$ cat config.mk
export PLATFORM = sky130hd
export DESIGN_NAME = pkt_sched
export DESIGN_NICKNAME = d
export VERILOG_FILES = /design/src/rtl/pkt_sched.sv
export SDC_FILE = /design/constraint.sdc
export NUM_CORES = 1
export LEC_CHECK = 0
export CORE_MARGIN = 2
export CORE_UTILIZATION = 34
export CTS_BUF_LIST = sky130_fd_sc_hd__clkbuf_8
export DETAILED_ROUTE_END_ITERATION = 7
export PLACE_DENSITY_LB_ADDON = 0.25
export SLEW_MARGIN = 20
export SYNTH_ARGS = -nofsm -noshare
export SYNTH_HDL_FRONTEND = slang
export SYNTH_SLANG_ARGS = --single-unit
$ cat constraint.sdc
create_clock -name clk_i -period 4.3 [get_ports clk_i]
set_input_delay 0.86 -clock clk_i [delete_from_list [all_inputs] [get_ports clk_i]]
set_output_delay 0.86 -clock clk_i [all_outputs]
set_load 0.05 [all_outputs]
$ cat src/rtl/pkt_sched.sv
// Packet scheduler: arbitrates the three slave FIFOs onto the formatter path.
// Optional starvation aging is compiled in with `define PKT_SCHED_AGING_EN.
module pkt_sched #(
  parameter int unsigned AGE_LIMIT = 15,
  parameter int unsigned AGE_W     = 4
) (
  input  logic        clk_i,
  input  logic        rstn_i,
  input  logic        slv0_req_i,
  input  logic        slv1_req_i,
  input  logic        slv2_req_i,
  input  logic        slv0_val_i,
  input  logic        slv1_val_i,
  input  logic        slv2_val_i,
  input  logic [31:0] slv0_data_i,
  input  logic [31:0] slv1_data_i,
  input  logic [31:0] slv2_data_i,
  input  logic [1:0]  slv0_prio_i,
  input  logic [1:0]  slv1_prio_i,
  input  logic [1:0]  slv2_prio_i,
  input  logic [2:0]  slv0_pkglen_i,
  input  logic [2:0]  slv1_pkglen_i,
  input  logic [2:0]  slv2_pkglen_i,
  input  logic        f2a_id_req_i,
  input  logic        f2a_ack_i,
  output logic        a2s0_ack_o,
  output logic        a2s1_ack_o,
  output logic        a2s2_ack_o,
  output logic        a2f_val_o,
  output logic [31:0] a2f_data_o,
  output logic [1:0]  a2f_id_o,
  output logic [2:0]  a2f_pkglen_sel_o,
  output logic        busy_o
);

  typedef enum logic [1:0] {IDLE, ARB, XFER} state_t;

  state_t          state_q, state_d;
  logic [2:0]      req, val, ack;
  logic [2:0][31:0] data;
  logic [2:0][1:0] prio;
  logic [2:0][2:0] pkglen;
  logic [2:0][2:0] eff_prio;
  logic [2:0]      best_prio;
  logic [1:0]      last_id_q, id_q, win_id, cand;
  logic [2:0]      pkglen_q;
  logic [5:0]      len_q, cnt_q;
  logic            win_found, grant, xfer, sel_val, beat, last_beat;

  if (AGE_LIMIT >= (1 << AGE_W)) begin : g_bad_age_cfg
    $error("pkt_sched: AGE_W too narrow to hold AGE_LIMIT");
  end

  assign req    = {slv2_req_i, slv1_req_i, slv0_req_i};
  assign val    = {slv2_val_i, slv1_val_i, slv0_val_i};
  assign data   = {slv2_data_i, slv1_data_i, slv0_data_i};
  assign prio   = {slv2_prio_i, slv1_prio_i, slv0_prio_i};
  assign pkglen = {slv2_pkglen_i, slv1_pkglen_i, slv0_pkglen_i};

  function automatic logic [5:0] decode_len(input logic [2:0] code);
    case (code)
      3'd0:    return 6'd4;
      3'd1:    return 6'd8;
      3'd2:    return 6'd16;
      default: return 6'd32;
    endcase
  endfunction

  // Effective priority is shifted up by one so that 0 is free for aged channels.
`ifdef PKT_SCHED_AGING_EN
  logic [2:0][AGE_W-1:0] age_q;

  always_comb begin
    for (int unsigned ch = 0; ch < 3; ch++) begin
      eff_prio[ch] = (age_q[ch] == AGE_W'(AGE_LIMIT)) ? 3'd0 : {1'b0, prio[ch]} + 3'd1;
    end
  end

  always_ff @(posedge clk_i) begin
    if (!rstn_i) begin
      age_q <= '0;
    end else if (grant) begin
      for (int unsigned ch = 0; ch < 3; ch++) begin
        if (2'(ch) == win_id) begin
          age_q[ch] <= '0;
        end else if (req[ch] && age_q[ch] != AGE_W'(AGE_LIMIT)) begin
          age_q[ch] <= age_q[ch] + AGE_W'(1);
        end
      end
    end
  end
`else
  always_comb begin
    for (int unsigned ch = 0; ch < 3; ch++) begin
      eff_prio[ch] = {1'b0, prio[ch]} + 3'd1;
    end
  end
`endif

  // Scan in round-robin order starting after last_id; strict '<' keeps the first tie.
  always_comb begin
    win_found = 1'b0;
    win_id    = '0;
    best_prio = '1;
    cand      = last_id_q;
    for (int unsigned k = 0; k < 3; k++) begin
      cand = (cand == 2'd2) ? 2'd0 : cand + 2'd1;
      if (req[cand] && (!win_found || eff_prio[cand] < best_prio)) begin
        win_found = 1'b1;
        win_id    = cand;
        best_prio = eff_prio[cand];
      end
    end
  end

  assign grant     = (state_q == ARB) && win_found;
  assign xfer      = (state_q == XFER);
  assign sel_val   = val[id_q];
  assign beat      = xfer && sel_val && f2a_ack_i;
  assign last_beat = beat && (cnt_q == len_q - 6'd1);

  always_comb begin
    state_d = state_q;
    case (state_q)
      IDLE:    if (f2a_id_req_i && |req) state_d = ARB;
      ARB:     state_d = win_found ? XFER : IDLE;
      XFER:    if (last_beat) state_d = IDLE;
      default: state_d = IDLE;
    endcase
  end

  always_comb begin
    ack = '0;
    if (xfer) ack[id_q] = f2a_ack_i & sel_val;
  end

  assign a2s0_ack_o       = ack[0];
  assign a2s1_ack_o       = ack[1];
  assign a2s2_ack_o       = ack[2];
  assign a2f_val_o        = xfer & sel_val;
  assign a2f_data_o       = xfer ? data[id_q] : '0;
  assign a2f_id_o         = id_q;
  assign a2f_pkglen_sel_o = pkglen_q;
  assign busy_o           = (state_q != IDLE);

  always_ff @(posedge clk_i) begin
    if (!rstn_i) begin
      state_q   <= IDLE;
      last_id_q <= 2'd2;
      id_q      <= '0;
      pkglen_q  <= '0;
      len_q     <= '0;
      cnt_q     <= '0;
    end else begin
      state_q <= state_d;
      if (grant) begin
        id_q      <= win_id;
        last_id_q <= win_id;
        pkglen_q  <= pkglen[win_id];
        len_q     <= decode_len(pkglen[win_id]);
      end
      if (beat) cnt_q <= last_beat ? '0 : cnt_q + 6'd1;
    end
  end

endmodule

==> results.md <==
* Ports at between 150 and 200
* Syn nets at roughly 480
* Initial core utilization at around 35%
* Die X at between 80 and 90 um
* Cells after DPL at 610
* Slew @ Worst Pin at approximately 0.77 ns
* Vias in the first global route at about 3000
* P&R area growth vs syn at 85.53%
* Setup WS pre-CTS at -0.7786 ns
* Port bufs at roughly 160
* CTS tree: done
* Critical R2R Launch: last_id_q[0]
* DP Wirelength at approximately 7.5 mm
* Post-Syn Instances at roughly 350
* Worst EP required at 4.43 ns
* Vias at roughly 3200
* Failing checks: negative setup slack
* XOR/XNOR Fraction of Synth Area at approximately 3.9%
* Total global-route track usage at approximately 23%
* Met2 Usage GRT at approximately two fifths
* Rows at 31
* Avg Synthesized Cell Area at just over 7 um2
* Root Buffer: clkbuf_8
* Cell Int Power at around 0.00059 W
* Dominant synthesized flop cell: dfxtp_1
* Adder-Cell Fraction of Synth Area at under 10%
* 1st-iter DRT viols at 75
* R2R Path End: len_q[5]
* Max Clock Freq at about 230 MHz
* Reg2reg path depth at 19
* Clock Power Share at between 10 and 15%
* # setup viols final at 1
* ANT cells at 0
* Die Area at roughly 0.008 mm2
* HP Class: reg2reg
* Share of cells above drive strength 1 at a little under a fifth
* Net Sw Frac at roughly two fifths
* Largest family of logic cells by synthesized area: simple AND/OR/NAND/NOR gates
* Routed WL per cell at ~15 um
* Grt ovf at 0
* Simple-gate share of the synthesized area at between 20% and 30%
* Compound-Gate Fraction of Synth Area at a little under a quarter
* Initial antenna violation count at 0
* Slew headroom at between 40% and 50%
* Worst min-delay path endpoint: a2f_pkglen_sel_o[1]
* WL final at 9.634 mm
* Seq/Total Area, Yosys at about 15%
* Power share of the combinational group at about two thirds
* Post-synthesis mux area share at 20.52%
* Leak at between 1.5 and 2 nW
* Grt met3 use at under 10%
* First-pass GRT wire length at about 14 mm
* Top cell type's share of synthesized area at a little under a fifth
* Worst setup startpoint: slv2_prio_i[1]
* TritonRoute pass-1 iters at 4
* WHS Path Cells at 2
* Max Cap Viol at 0
* Setup TNS at -0.008780 ns
* Asr flop ratio synth at 0%
* Pwr dens at 211.3 mW/mm2
* Gpl congestion at about 0.84
* Number of synthesized flops with an enable pin at 0
* Grt peak-use layer: met2
* Clock-pin slew on the worst setup and hold paths at 0.07 ns
* CTS max path bufs at 2
* Peak supply drop at slightly below 0.09 mV
* Crit end category: flop
* Hold Buf Count CTS at 0
* Flop and latch count out of synthesis at 18
* Top cells by area, synth: mux2i_1 19%, dfxtp_1 15%, nor2_1 12%, a21oi_1 7.9%, ha_1 4.5%
* Core area at 0.007176 mm2
* Final period util at 100.2%
* Synthesized area at 0.002481 mm2
* Launch point of the worst hold path: a2f_pkglen_sel_o[1]
* Vias per cell at slightly above 5
* RSZ-0062 raised after global routing: true
* Sequential power share at 18.7%
* Post-layout nets at about 660
* Slew Limit Fails at 0
* Clock Latency Late Sink at between 0.2 and 0.3 ns
* GRT met1 Usage at between 20% and 30%
* Final std cells w/o fill at approximately 620
* Status: finished, violations left
* DR DRC count at 0
* Skew final at roughly 0.0020 ns
* Die H at 89.43 um
* Area leader, netlist: mux2i_1
* Number of buffers created by CTS at 3
* Level count of the clock H-tree at 1
* Post-DRT Antenna Nets at 0
* Final Hold Viols at 0
* Synth warnings at 0
* Hold WS at 0.4576 ns
* P_sw at around 0.00039 W
* Post-synth cell types at 55
* Min Tclk post-route at around 4.3 ns
* Largest net degree at the start of global routing at 39
* Max FO, Critical Path at 5
* Crit Path Category: in2reg
* Clock sink count at 18
* Crit start category: input pin
* Final WS setup at -0.008780 ns
* FF-to-FF setup slack at approximately 0.22 ns
* CP Data Arrival Time at between 4 and 5 ns
-- final cells by class --
cell class / count / area (um2)
inverters: 7 / 26.28
well taps: 99 / 123.9
repair buffers: 202 / 1939
clock buffers: 4 / 55.05
multi-input cells: 294 / 2097
fillers: 609 / 2572
flip-flops and latches: 18 / 361.6
-- logic make-up after synthesis --
| family | Yosys count |
|---|---|
| and+or+nand+nor | 138 |
| AOI/OAI and AO/OA | 86 |
| muxes | 50 |
| buffers and inverters | 33 |
| DFF | 18 |
| xor gates and xnor gates | 11 |
| adders and majority gates | 9 |
-- through the flow --
stage          instance area (um2)  util (%)  power (W)
6_report                      4603     64.15  0.0009725
5_1_grt                       4603     64.15   0.001029
4_1_cts                       4521     63.00  0.0009425
3_5_place_dp                  4387     61.13  0.0007785
3_3_place_gp                  4387     61.13  0.0007677
2_1_floorplan                 2551         -  0.0005433
-- cells in the mapped netlist (all sizes together), types with 3 or more instances --
library cell and instances:
nor2 78, mux2i 46, a21oi 40, nand2 23, clkbuf 21, dfxtp 18, o21ai 15, ha 9
inv 7, nor3 7, xor2 7, buf 5, nand2b 5, nand3 5, o211ai 5, and3 4
mux2 4, o211a 4, xnor2 4, a211oi 3, and2 3, nand4 3, o2111ai 3, o21a 3
-- timing repair --
| action | 4_1_cts | 5_1_grt |
|---|---|---|
| pin swaps | 20 | 20 |
| gates resized for setup | 44 | 14 |
| endpoints found under the setup margin | 10 | 7 |
| buffers inserted | 9 | 1 |
-- flip-flops by register name, summed over array words and instances, names as in the netlist --
| name | count |
|---|---|
| a2f_pkglen_sel_o | 3 |
| state_q | 2 |
| a2f_id_o | 1 |
| len_q | 4 |
| last_id_q | 2 |
| cnt_q | 6 |
-- critical path: stages --
cell and delay, ns:
buf_6 0.10, ha_4 0.23, mux2i_1 0.17, nand2_1 0.08, a21oi_2 0.16, ha_1 0.27, a41o_1 0.21, a21oi_2 0.16
o21ai_2 0.10, a21o_2 0.22, ha_4 0.24, nand2_2 0.05, o21ai_2 0.05, a211oi_2 0.22, o211a_1 0.25, o2111ai_4 0.14
and3_4 0.26, a221oi_4 0.32, o211a_1 0.23, o221ai_1 0.11
-- metal layers --
layer  up-vias  part of all wire (%)
li1       1585                     -
met1      1455                    37
met2       120                    51
met3        21                   9.5
met4         0                   2.4
met5         -                     0
-- worst max-delay path by stage --
stage / slack (ns) / cells after the start / end
2_1_floorplan: 0.02 / 17 / len_q[4]
4_1_cts: -0.05 / 20 / len_q[5]
3_5_place_dp: -0.78 / 19 / len_q[4]
6_report: -0.009 / 20 / len_q[5]
5_1_grt: -0.12 / 20 / len_q[2]
3_3_place_gp: -0.56 / 19 / len_q[4]
-- power groups by stage --
stage / Sequential, W / Combinational (W) / Clock (W)
3_5_place_dp: 0.000186 / 0.000593 / 0
4_1_cts: 0.000182 / 0.000620 / 0.000141
5_1_grt: 0.000183 / 0.000699 / 0.000146
3_3_place_gp: 0.000185 / 0.000582 / 0
2_1_floorplan: 0.000194 / 0.000349 / 0
6_report: 0.000182 / 0.000650 / 0.000140
-- cells in the final DEF (no fill, tap or decap), types with 3 or more instances in the layout --
master / synthesis / routed
buf_12: 0 / 3
a21oi_2: 1 / 4
o21a_1: 3 / 3
clkdlybuf4s50_1: 0 / 149
mux2i_1: 46 / 45
xor2_1: 7 / 7
o21ai_0: 12 / 10
nand4_1: 3 / 3
ha_4: 0 / 5
o21ai_2: 3 / 4
nand2b_1: 5 / 4
xnor2_1: 4 / 4
inv_1: 7 / 7
buf_2: 0 / 3
ha_1: 9 / 4
nor3_1: 7 / 7
clkbuf_8: 5 / 4
o211a_1: 4 / 4
dfxtp_1: 18 / 17
nand3_1: 5 / 4
mux2_4: 1 / 3
a21oi_1: 39 / 36
nand2_1: 23 / 21
nor2_1: 78 / 78
buf_4: 1 / 41
o211ai_1: 4 / 4
buf_6: 2 / 5
Note: power is estimated with default switching activity, not from simulation.
